<file path="src/rtl/jtag_tap_controller_if.sv">
// Pin-side and data_registers-side signals of the JTAG TAP controller.
// The slave modport is the TAP controller; the master modport is whatever drives the pins.
interface jtag_tap_controller_if;
    logic       tck_pin;
    logic       tms_pin;
    logic       tdi_pin;
    logic       reg_tdo_from_dr;
    logic       reg_tck_enable;
    logic       reg_digital_input;
    logic       reg_test_logic_reset;
    logic       reg_capture_dr;
    logic       reg_shift_dr;
    logic       reg_update_dr;
    logic       reg_capture_ir;
    logic       reg_shift_ir;
    logic       reg_update_ir;
    logic       tdo_pin;
    logic       tdo_oe;
    logic [3:0] reg_tap_state;

    modport master (
        output tck_pin, tms_pin, tdi_pin, reg_tdo_from_dr,
        input  reg_tck_enable, reg_digital_input, reg_test_logic_reset,
               reg_capture_dr, reg_shift_dr, reg_update_dr,
               reg_capture_ir, reg_shift_ir, reg_update_ir,
               tdo_pin, tdo_oe, reg_tap_state
    );

    modport slave (
        input  tck_pin, tms_pin, tdi_pin, reg_tdo_from_dr,
        output reg_tck_enable, reg_digital_input, reg_test_logic_reset,
               reg_capture_dr, reg_shift_dr, reg_update_dr,
               reg_capture_ir, reg_shift_ir, reg_update_ir,
               tdo_pin, tdo_oe, reg_tap_state
    );
endinterface

</file>
<file path="src/rtl/jtag_tap_controller.sv">
// JTAG pin synchronizers, TCK edge detect and IEEE 1149.1 TAP state machine in the internal_clk domain.
// Optional TCK glitch filter with matching TMS/TDI delay line: define TCK_FILTER_EN.
module jtag_tap_controller #(
    parameter int SYNC_STAGES = 2,
    parameter int FILTER_LEN  = 3
) (
    input logic                  internal_clk,
    input logic                  reg_trst,
    jtag_tap_controller_if.slave bus
);
    localparam logic [3:0] TLR   = 4'hF;
    localparam logic [3:0] RTI   = 4'hC;
    localparam logic [3:0] SELDR = 4'h7;
    localparam logic [3:0] CAPDR = 4'h6;
    localparam logic [3:0] SHDR  = 4'h2;
    localparam logic [3:0] EX1DR = 4'h1;
    localparam logic [3:0] PSDR  = 4'h3;
    localparam logic [3:0] EX2DR = 4'h0;
    localparam logic [3:0] UPDR  = 4'h5;
    localparam logic [3:0] SELIR = 4'h4;
    localparam logic [3:0] CAPIR = 4'hE;
    localparam logic [3:0] SHIR  = 4'hA;
    localparam logic [3:0] EX1IR = 4'h9;
    localparam logic [3:0] PSIR  = 4'hB;
    localparam logic [3:0] EX2IR = 4'h8;
    localparam logic [3:0] UPIR  = 4'hD;

    if (SYNC_STAGES < 2 || FILTER_LEN < 1) begin : g_param_guard
        $error("jtag_tap_controller: SYNC_STAGES must be >= 2 and FILTER_LEN >= 1");
    end

    logic [SYNC_STAGES-1:0] tck_sync_q, tms_sync_q, tdi_sync_q;
    logic                   tck_s, tms_s, tdi_s;
    logic                   tck_f, tms_f, tdi_f;
    logic                   tck_d_q, tck_en_q, tms_a_q, tdi_a_q;
    logic                   rise, fall;
    logic [3:0]             state_q, state_d;
    logic                   tdo_q, tdo_oe_q;

    // NOTE: synchronizer flops take a reset too, so a TCK edge in flight when reset hits is discarded.
    always_ff @(posedge internal_clk) begin
        if (reg_trst) begin
            tck_sync_q <= '0;
            tms_sync_q <= '1;
            tdi_sync_q <= '0;
        end else begin
            tck_sync_q[0] <= bus.tck_pin;
            tms_sync_q[0] <= bus.tms_pin;
            tdi_sync_q[0] <= bus.tdi_pin;
            for (int i = 1; i < SYNC_STAGES; i++) begin
                tck_sync_q[i] <= tck_sync_q[i-1];
                tms_sync_q[i] <= tms_sync_q[i-1];
                tdi_sync_q[i] <= tdi_sync_q[i-1];
            end
        end
    end

    assign tck_s = tck_sync_q[SYNC_STAGES-1];
    assign tms_s = tms_sync_q[SYNC_STAGES-1];
    assign tdi_s = tdi_sync_q[SYNC_STAGES-1];

`ifdef TCK_FILTER_EN
    localparam int              CNT_W    = $clog2(FILTER_LEN + 1);
    localparam logic [CNT_W-1:0] CNT_LAST = CNT_W'(FILTER_LEN - 1);

    logic                  tck_filt_q;
    logic [CNT_W-1:0]      filt_cnt_q;
    logic [FILTER_LEN-1:0] tms_dl_q, tdi_dl_q;

    // TMS/TDI delay line keeps them aligned with the filtered TCK.
    always_ff @(posedge internal_clk) begin
        if (reg_trst) begin
            tck_filt_q <= 1'b0;
            filt_cnt_q <= '0;
            tms_dl_q   <= '1;
            tdi_dl_q   <= '0;
        end else begin
            tms_dl_q[0] <= tms_s;
            tdi_dl_q[0] <= tdi_s;
            for (int i = 1; i < FILTER_LEN; i++) begin
                tms_dl_q[i] <= tms_dl_q[i-1];
                tdi_dl_q[i] <= tdi_dl_q[i-1];
            end
            if (tck_s != tck_filt_q) begin
                if (filt_cnt_q == CNT_LAST) begin
                    tck_filt_q <= tck_s;
                    filt_cnt_q <= '0;
                end else begin
                    filt_cnt_q <= filt_cnt_q + 1'b1;
                end
            end else begin
                filt_cnt_q <= '0;
            end
        end
    end

    assign tck_f = tck_filt_q;
    assign tms_f = tms_dl_q[FILTER_LEN-1];
    assign tdi_f = tdi_dl_q[FILTER_LEN-1];
`else
    assign tck_f = tck_s;
    assign tms_f = tms_s;
    assign tdi_f = tdi_s;
`endif

    assign rise = tck_f & ~tck_d_q;
    assign fall = ~tck_f & tck_d_q;

    // NOTE: state_d defaults to the current state before the case, so no path can infer a latch.
    always_comb begin
        state_d = state_q;
        case (state_q)
            TLR:     state_d = tms_a_q ? TLR   : RTI;
            RTI:     state_d = tms_a_q ? SELDR : RTI;
            SELDR:   state_d = tms_a_q ? SELIR : CAPDR;
            CAPDR:   state_d = tms_a_q ? EX1DR : SHDR;
            SHDR:    state_d = tms_a_q ? EX1DR : SHDR;
            EX1DR:   state_d = tms_a_q ? UPDR  : PSDR;
            PSDR:    state_d = tms_a_q ? EX2DR : PSDR;
            EX2DR:   state_d = tms_a_q ? UPDR  : SHDR;
            UPDR:    state_d = tms_a_q ? SELDR : RTI;
            SELIR:   state_d = tms_a_q ? TLR   : CAPIR;
            CAPIR:   state_d = tms_a_q ? EX1IR : SHIR;
            SHIR:    state_d = tms_a_q ? EX1IR : SHIR;
            EX1IR:   state_d = tms_a_q ? UPIR  : PSIR;
            PSIR:    state_d = tms_a_q ? EX2IR : PSIR;
            EX2IR:   state_d = tms_a_q ? UPIR  : SHIR;
            UPIR:    state_d = tms_a_q ? SELDR : RTI;
            default: state_d = TLR;
        endcase
    end

    // The TMS/TDI registers give the one-cycle alignment with the registered rise pulse.
    always_ff @(posedge internal_clk) begin
        if (reg_trst) begin
            tck_d_q  <= 1'b0;
            tck_en_q <= 1'b0;
            tms_a_q  <= 1'b1;
            tdi_a_q  <= 1'b0;
            state_q  <= TLR;
            tdo_q    <= 1'b0;
            tdo_oe_q <= 1'b0;
        end else begin
            tck_d_q  <= tck_f;
            tck_en_q <= rise;
            tms_a_q  <= tms_f;
            tdi_a_q  <= tdi_f;
            if (tck_en_q) begin
                state_q <= state_d;
            end
            if (fall) begin
                if (state_q == SHDR || state_q == SHIR) begin
                    tdo_q    <= bus.reg_tdo_from_dr;
                    tdo_oe_q <= 1'b1;
                end else begin
                    tdo_q    <= 1'b0;
                    tdo_oe_q <= 1'b0;
                end
            end
        end
    end

    assign bus.reg_tck_enable       = tck_en_q;
    assign bus.reg_digital_input    = tdi_a_q;
    assign bus.reg_test_logic_reset = (state_q == TLR);
    assign bus.reg_capture_dr       = (state_q == CAPDR);
    assign bus.reg_shift_dr         = (state_q == SHDR);
    assign bus.reg_update_dr        = (state_q == UPDR);
    assign bus.reg_capture_ir       = (state_q == CAPIR);
    assign bus.reg_shift_ir         = (state_q == SHIR);
    assign bus.reg_update_ir        = (state_q == UPIR);
    assign bus.tdo_pin              = tdo_q;
    assign bus.tdo_oe               = tdo_oe_q;
    assign bus.reg_tap_state        = state_q;
endmodule

</file>
<file path="src/flat_wrapper.sv">
// flat-port wrapper written by rule: the top's interface ports become plain ports
module jtag_tap_controller_flat 
#(
    parameter int SYNC_STAGES = 2,
    parameter int FILTER_LEN  = 3
)
  (internal_clk, reg_trst, bus_tck_pin, bus_tms_pin, bus_tdi_pin, bus_reg_tdo_from_dr, bus_reg_tck_enable, bus_reg_digital_input, bus_reg_test_logic_reset, bus_reg_capture_dr, bus_reg_shift_dr, bus_reg_update_dr, bus_reg_capture_ir, bus_reg_shift_ir, bus_reg_update_ir, bus_tdo_pin, bus_tdo_oe, bus_reg_tap_state);
  jtag_tap_controller_if bus_i ();
  input logic internal_clk;
  input logic reg_trst;
  input wire logic [$bits(bus_i.tck_pin)-1:0] bus_tck_pin;
  input wire logic [$bits(bus_i.tms_pin)-1:0] bus_tms_pin;
  input wire logic [$bits(bus_i.tdi_pin)-1:0] bus_tdi_pin;
  input wire logic [$bits(bus_i.reg_tdo_from_dr)-1:0] bus_reg_tdo_from_dr;
  output wire logic [$bits(bus_i.reg_tck_enable)-1:0] bus_reg_tck_enable;
  output wire logic [$bits(bus_i.reg_digital_input)-1:0] bus_reg_digital_input;
  output wire logic [$bits(bus_i.reg_test_logic_reset)-1:0] bus_reg_test_logic_reset;
  output wire logic [$bits(bus_i.reg_capture_dr)-1:0] bus_reg_capture_dr;
  output wire logic [$bits(bus_i.reg_shift_dr)-1:0] bus_reg_shift_dr;
  output wire logic [$bits(bus_i.reg_update_dr)-1:0] bus_reg_update_dr;
  output wire logic [$bits(bus_i.reg_capture_ir)-1:0] bus_reg_capture_ir;
  output wire logic [$bits(bus_i.reg_shift_ir)-1:0] bus_reg_shift_ir;
  output wire logic [$bits(bus_i.reg_update_ir)-1:0] bus_reg_update_ir;
  output wire logic [$bits(bus_i.tdo_pin)-1:0] bus_tdo_pin;
  output wire logic [$bits(bus_i.tdo_oe)-1:0] bus_tdo_oe;
  output wire logic [$bits(bus_i.reg_tap_state)-1:0] bus_reg_tap_state;
  assign bus_i.tck_pin = bus_tck_pin;
  assign bus_i.tms_pin = bus_tms_pin;
  assign bus_i.tdi_pin = bus_tdi_pin;
  assign bus_i.reg_tdo_from_dr = bus_reg_tdo_from_dr;
  assign bus_reg_tck_enable = bus_i.reg_tck_enable;
  assign bus_reg_digital_input = bus_i.reg_digital_input;
  assign bus_reg_test_logic_reset = bus_i.reg_test_logic_reset;
  assign bus_reg_capture_dr = bus_i.reg_capture_dr;
  assign bus_reg_shift_dr = bus_i.reg_shift_dr;
  assign bus_reg_update_dr = bus_i.reg_update_dr;
  assign bus_reg_capture_ir = bus_i.reg_capture_ir;
  assign bus_reg_shift_ir = bus_i.reg_shift_ir;
  assign bus_reg_update_ir = bus_i.reg_update_ir;
  assign bus_tdo_pin = bus_i.tdo_pin;
  assign bus_tdo_oe = bus_i.tdo_oe;
  assign bus_reg_tap_state = bus_i.reg_tap_state;
  jtag_tap_controller #(.SYNC_STAGES(SYNC_STAGES), .FILTER_LEN(FILTER_LEN)) u_core (.internal_clk(internal_clk), .reg_trst(reg_trst), .bus(bus_i));
endmodule
</file>
<file path="config.mk">
export PLATFORM = sky130hd
export DESIGN_NAME = jtag_tap_controller_flat
export DESIGN_NICKNAME = d
export VERILOG_FILES = /design/src/rtl/jtag_tap_controller_if.sv /design/src/rtl/jtag_tap_controller.sv /design/src/flat_wrapper.sv
export SDC_FILE = /design/constraint.sdc
export NUM_CORES = 1
export LEC_CHECK = 0
export BUFFER_PORTS_ARGS = -buffer_cell sky130_fd_sc_hd__buf_2
export CORE_MARGIN = 2
export CORE_UTILIZATION = 45
export CTS_BUF_LIST = sky130_fd_sc_hd__clkbuf_4 sky130_fd_sc_hd__clkbuf_8
export CTS_CLUSTER_SIZE = 16
export DETAILED_ROUTE_END_ITERATION = 16
export HOLD_SLACK_MARGIN = 0.03
export PLACE_DENSITY = 0.75
export SYNTH_ARGS = -nofsm -noshare
export SYNTH_HDL_FRONTEND = slang
export SYNTH_SLANG_ARGS = --single-unit
</file>
<file path="constraint.sdc">
create_clock -name internal_clk -period 1.35 [get_ports internal_clk]
set_clock_uncertainty 0.2 [all_clocks]
set_input_delay 0.27 -clock internal_clk [delete_from_list [all_inputs] [get_ports internal_clk]]
set_output_delay 0.27 -clock internal_clk [all_outputs]
set_load 0.01 [all_outputs]
</file>
* After elaboration in Yosys (flattened, before gate mapping)
Index checks and enable logic that the tools add are counted.
** Word-level totals
- Flip-flop bits (word level) :: 16
- Bits of input ports :: 6
- Logic and storage cells :: 49
- Output and inout port bits :: 15
** Cells by class
- Mux-type cells :: 15
- Equal/unequal tests :: 15
- Bitwise operators :: 4
- Reductions and logical operators :: 5
** Operators with widths (number)
- 4-bit case mux with 12 select lines :: 1
- 4-bit == test (second input constant) :: 8
- 4-bit by 3-bit == test with 1-bit output (second input constant) :: 4
- 2-bit 2-to-1 mux :: 6
- 3-bit 2-to-1 mux :: 4
- 4-bit by 2-bit == test with 1-bit output (second input constant) :: 2
- 4-bit by 1-bit == test with 1-bit output (second input constant) :: 1
- 4-bit logical NOT :: 1
- 4-bit 2-to-1 mux :: 1
- 2-bit OR reduction :: 2
- 1-bit 2-to-1 mux :: 3
- 3-bit OR reduction :: 1
- 1-bit bitwise AND :: 2
- 1-bit NOT :: 2
- 1-bit logical OR :: 1

* Longest topological paths before layout
Gate-level depths: netlist of run 1.
- Depth after elaboration :: 3
- Depth in mapped cells :: 4
- Depth with buffers taken out :: 3

* Worst setup path after synthesis of run 1
No wires, ideal clock.
- Kind :: reg-to-output
- From :: reg u_core.state_q[2] (netlist: u_core.bus.reg_tap_state[2])
- To :: out bus_reg_update_dr
- Path buffers :: 0
- Setup slack :: -0.168 ns
- Cell stages (with the launch flop) :: 3
- Arrival :: 1.048 ns
- Required time :: 0.880 ns
- Cell sequence :: dfxtp_1 inv_2 nor4b_1
** On the way
- Cells in the longest elaborated chain, start to end :: 1
** Ends and longest elaborated chain
- from (decl) :: line jtag_tap_controller.sv:37 : logic [3:0] state_q, state_d;
- from (signal assigned) :: line jtag_tap_controller.sv:149 : state_q <= state_d;
- 4-bit by 3-bit == test with 1-bit output :: line jtag_tap_controller.sv:168 : assign bus.reg_update_dr = (state_q == UPDR);
- to (decl) :: line flat_wrapper.sv:20 : output wire logic [$bits(bus_i.reg_update_dr)-1:0] bus_reg_update_dr;
Every way passes these cells.

* Final worst setup path of run 1
- From :: reg u_core.state_q[3] (netlist: u_core.bus.reg_tap_state[3])
- To :: out bus_reg_update_dr
The elaborated chain is that of the path after synthesis.

==> results.cfg, run 1 <==
[cells_and_area]
final_util = 0.8177
n_fill_cell = 85
area_growth_pct = 66.86
seq_area_um2 = 336.6
n_antenna_cell = 0
multi_input_area_um2 = 354.1
nets = 119
layout-drive-gt1-share = 0.5495
stdcell_area_um2 = 1077

[global_route]
gr-total-overflow = 0
grt_max_degree = 15
grt_pass1_wl_um = 2677
grt_util_all_layers = 0.2054
grt_pass1_vias = 589
antenna_found_initial = 0

[sta]
finalCritPeriodShare = 1.255
fin_setup_tns_ps = -2186
setup_ws_ps = -343.9
tightestPinTransition_ps = 285.9
max_freq_mhz = 590.4
finalSetupViolCount = 12
hold_violations = 0
max_slew_margin = 0.8088
min_period_ps = 1694
rsz0062_at_grt = yes
slew_violations = 0

[floorplanning]
die_x_um = 41.88
start_util = 0.4900
num_rows = 13
die_h_um = 41.88
ios = 21
coreArea_um2 = 1318
dieArea_um2 = 1754

[synth]
ys_top_cells_by_count = dfxtp_1, nor2b_1, nand2_1
syn_inst = 69
yosys.area.top_type = dfxtp_1
syn_nets = 75
synth_top_area_frac = 0.4961
ys_ff_latch = 16
synth_warnings = 0
synth_area_leaders = dfxtp_1, nor2b_1, nand2_1
synth_area_um2 = 645.6
synthFlopType = dfxtp_1
ys_types = 28
async_flop_share = 0
avgSynthCellArea_um2 = 9.357
yosysSeqAreaShare = 0.4961
synth_edf_count = 0
yosysMostFrequentCell = dfxtp_1

[route]
ant_nets = 0
wirelength_um = 1814
avgViaCountPerCell = 5.198
drc = 0
drt_first_pass_iters = 4
vias = 655
first_iter_violations = 7
wl_per_cell_um = 14.40

[clock_network]
cts_hold_repair.buffers = 3
cts_buffer_depth = 2
cts_made_buffers = 3
cts-root-buf = clkbuf_4
clk_latency_ps = 270
cts.sinks = 16
htreeDepth = 1
cts_tree = done
clk_pin_slew_worst_paths_ps = 80

[outcome]
violations = negative setup slack
status = finished, violations left

[setup_path]
worst_setup_path_start_kind = flop
required_ps = 880
r2r_slack_ps = -200
cp-end-kind = primary output
critPathArrivalTime_ps = 1220
cp_max_fo = 4
crit_type = flop to primary output

[flow_run]
cap_viol_max_count = 0

[place]
pre_cts_ws_ps = -87.66
hpwl_um = 1098
port_buffers = 20
dpl_cell_area_um2 = 845.8
place_congestion = 0.7790

[pwr]
p_leak_nw = 0.4756
peakVddDrop_v = 0.0007420
powerDensity_nw_per_um2 = 777.4

[hold_path]
hp-class = primary input to flop
-- flip-flops by register name, summed over array words and instances, names as in the netlist --
name	count
u_core.bus.tdo_oe	1
u_core.bus.tdo_pin	1
u_core.tms_sync_q	2
u_core.tms_a_q	1
u_core.bus.reg_digital_input	1
u_core.bus.reg_tck_enable	1
u_core.tdi_sync_q	2
u_core.bus.reg_tap_state	4
u_core.tck_d_q	1
u_core.tck_sync_q	2
-- final timing paths --
kind / from / endpoint / cells after the start
worst max-delay path: u_core.bus.reg_tap_state[3] / bus_reg_update_dr / 3
worst max register to register: u_core.bus.reg_tap_state[3] / u_core.bus.reg_tap_state[1] / 5
worst min register to register: u_core.tms_sync_q[1] / u_core.tms_a_q / 1
worst min-delay path: reg_trst / u_core.bus.reg_tap_state[1] / 2
-- layout make-up --
class,count,area share
clock buffers,3,0.02091
inverters,2,0.006969
multi-input cells,47,0.3287
flip-flops and latches,16,0.3124
well taps,15,0.01742
repair buffers,43,0.3136
-- stage by stage --
stage | hold WS [ps] | std cells | power (W)
floorplan | 141.6 | 69 | 0.0005568
global placement | 188.5 | 112 | 0.0005887
detailed placement | 195.5 | 112 | 0.0005924
CTS | 7.633 | 124 | 0.0008408
global route | 3.869 | 126 | 0.0008835
finish | 20.44 | 126 | 0.0008375
-- layer usage --
metal  vias to the layer above  part of all wire  track usage
met3                         8             0.040      0.03913
met4                         0             0.038       0.1419
met2                        25              0.52       0.3406
met5                         -                 0            0
met1                       301              0.40       0.2351
li1                        321                 -            -
-- kinds of logic after synthesis --
group / count (synthesis) / synth area share
AO/OA/AOI/OAI: 14 / 0.1415
buffers and inverters: 6 / 0.05231
flip-flops: 16 / 0.4961
multiplexers: 1 / 0.01550
AND/OR/NAND/NOR: 32 / 0.2946
-- critical path: stages (launching register included) --
cell and delay, ps:
dfxtp_4 360, buf_6 120, nor4b_2 290, buf_2 190
-- timing repair --
action,CTS,global route
hold endpoints to repair,4,1
endpoints found under the setup margin,12,16
pin swaps,2,4
resized for setup,19,11
setup buffers,6,5
-- power breakdown --
group	switching (W)	internal [W]
registers	0.0000148	0.000483
logic	0.0000515	0.0000589
clock network	0.000126	0.000103
-- layout by cell type, fill, tap and decap left out, types with 2 or more instances in the layout --
master	n
buf_2	15
buf_4	13
buf_6	12
dfxtp_1	11
nor2b_1	8
nand2_1	5
dfxtp_4	4
o21ai_0	3
or2_1	3
clkbuf_4	3
dlygate4sd3_1	3
nor3_2	2
and2_1	2
o21ai_1	2
a21o_1	2
(Power assumes the default switching activity.)
==> run 2: changes to the inputs <==
- BUFFER_PORTS_ARGS: -buffer_cell sky130_fd_sc_hd__buf_2 -> -buffer_cell sky130_fd_sc_hd__buf_4
- PLACE_DENSITY: 0.75 -> 0.82
==> run 2 against run 1 <==
The run still ends with negative setup slack left. Total power rose by 12%. Routed wire length is 7.2% lower. Sequential cell count stayed put. Sequential power is essentially flat. Die area unchanged. Sequential share of layout area decreased by 1.4 points. Via count decreased by 1.1%. Critical endpoint unchanged. Largest power group unchanged.
==> results.cfg, run 2 (same netlist as run 1, synthesis figures left out) <==
[setup_path]
cp-end-kind = primary output
required_ps = 880
critPathArrivalTime_ps = 1170
worst_setup_path_start_kind = flop
crit_type = flop to primary output
cp_max_fo = 5

[clock_network]
cts_made_buffers = 3
cts.sinks = 16
cts_tree = done
htreeDepth = 1
cts-root-buf = clkbuf_4
clk_pin_slew_worst_paths_ps = 90
clk_latency_ps = 290
cts_hold_repair.buffers = 3
cts_buffer_depth = 2

[hold_path]
hp-class = primary input to flop

[sta]
finalCritPeriodShare = 1.212
max_freq_mhz = 611.2
rsz0062_at_grt = yes
min_period_ps = 1636
max_slew_margin = 0.8847
slew_violations = 0
tightestPinTransition_ps = 168.2
hold_violations = 0
setup_ws_ps = -286.2
fin_setup_tns_ps = -2276
finalSetupViolCount = 13

[route]
first_iter_violations = 15
wl_per_cell_um = 13.05
wirelength_um = 1684
drc = 0
vias = 648
ant_nets = 0
avgViaCountPerCell = 5.023
drt_first_pass_iters = 4

[pwr]
total_power_w = 0.0009415
powerDensity_nw_per_um2 = 834.2
peakVddDrop_v = 0.0006388
p_leak_nw = 0.5073

[cells_and_area]
area_growth_pct = 74.81
largest_register_ffs = 4
layout_common_cells = buf_4, dfxtp_1, buf_6
layout-drive-gt1-share = 0.5526
n_antenna_cell = 0
nets = 121
multi_input_area_um2 = 344.1
n_fill_cell = 75
seq_area_um2 = 336.6
final_common_cell = buf_4

[flow_run]
cap_viol_max_count = 0

[floorplanning]
start_util = 0.4900
die_h_um = 41.88
coreArea_um2 = 1318
num_rows = 13
die_x_um = 41.88
dieArea_um2 = 1754
ios = 21

[global_route]
antenna_found_initial = 0
grt_pass1_vias = 625
gr-total-overflow = 0
grt_max_degree = 15
grt_util_all_layers = 0.2043
grt_pass1_wl_um = 2684

[place]
place_congestion = 0.8509
hpwl_um = 971.3
port_buffers = 20

[outcome]
violations = negative setup slack
status = finished, violations left
==> run 2: cell types whose count changed in the layout (fill, tap and decap cells not counted), sizes merged <==
| cell | before | now |
|---|---|---|
| buf | 40 | 42 |
| clkbuf | 3 | 4 |
==> run 2: metrics by stage <==
stage	setup WS (ps)	instance area, um^2	utilization	cells	hold WS [ps]
2_1_floorplan	-41.69	674.4	-	69	141.6
3_3_place_gp	-36.22	880.8	0.6686	110	185.2
3_5_place_dp	-114.5	880.8	0.6686	110	188.6
4_1_cts	-298.8	1045	0.7930	124	-6.421
5_1_grt	-330.0	1129	0.8566	129	-0.4431
6_report	-286.2	1129	0.8566	129	3.559
==> run 2: final cells by class <==
cell class	instances	area share
Sequential cell	16	0.2982
Clock buffer	4	0.03215
Multi-Input combinational cell	47	0.3049
Inverter	2	0.008869
Timing Repair Buffer	45	0.3392
Tap cell	15	0.01663
==> run 2: timing repair <==
action,in CTS,in global routing
resized for setup,13,14
hold endpoints to repair,4,1
pin swaps,4,6
setup endpoints to repair,9,15
setup buffers,7,6
==> run 2: power by group <==
group | switching [W] | internal [W]
combinational | 0.0000530 | 0.0000779
clock | 0.000146 | 0.000164
sequential | 0.0000168 | 0.000483
==> run 2: path summary, 6_finish.rpt <==
path,startpoint,endpoint,slack [ps],cells past startpoint
worst max-delay path,u_core.bus.reg_tap_state[1],bus_reg_update_dr,-290,3
worst min-delay path,reg_trst,u_core.bus.reg_tap_state[1],4,2
worst max register to register,u_core.bus.reg_tap_state[1],u_core.bus.reg_tap_state[1],-230,4
worst min register to register,u_core.tms_sync_q[0],u_core.tms_sync_q[1],210,1
==> run 2: worst max-delay path, cell delays in order (launching register included) <==
cell     delay [ps]
dfxtp_4         380
buf_4           150
nor4b_4         200
buf_4           150
==> run 2: metal layers <==
layer  vias to the layer above  part of all wire  global-route usage
met5                         -                 0                   0
met4                         0             0.026              0.1484
met3                         7             0.048             0.03913
met2                        19              0.53              0.3594
met1                       301              0.40              0.2129
li1                        321                 -                   -
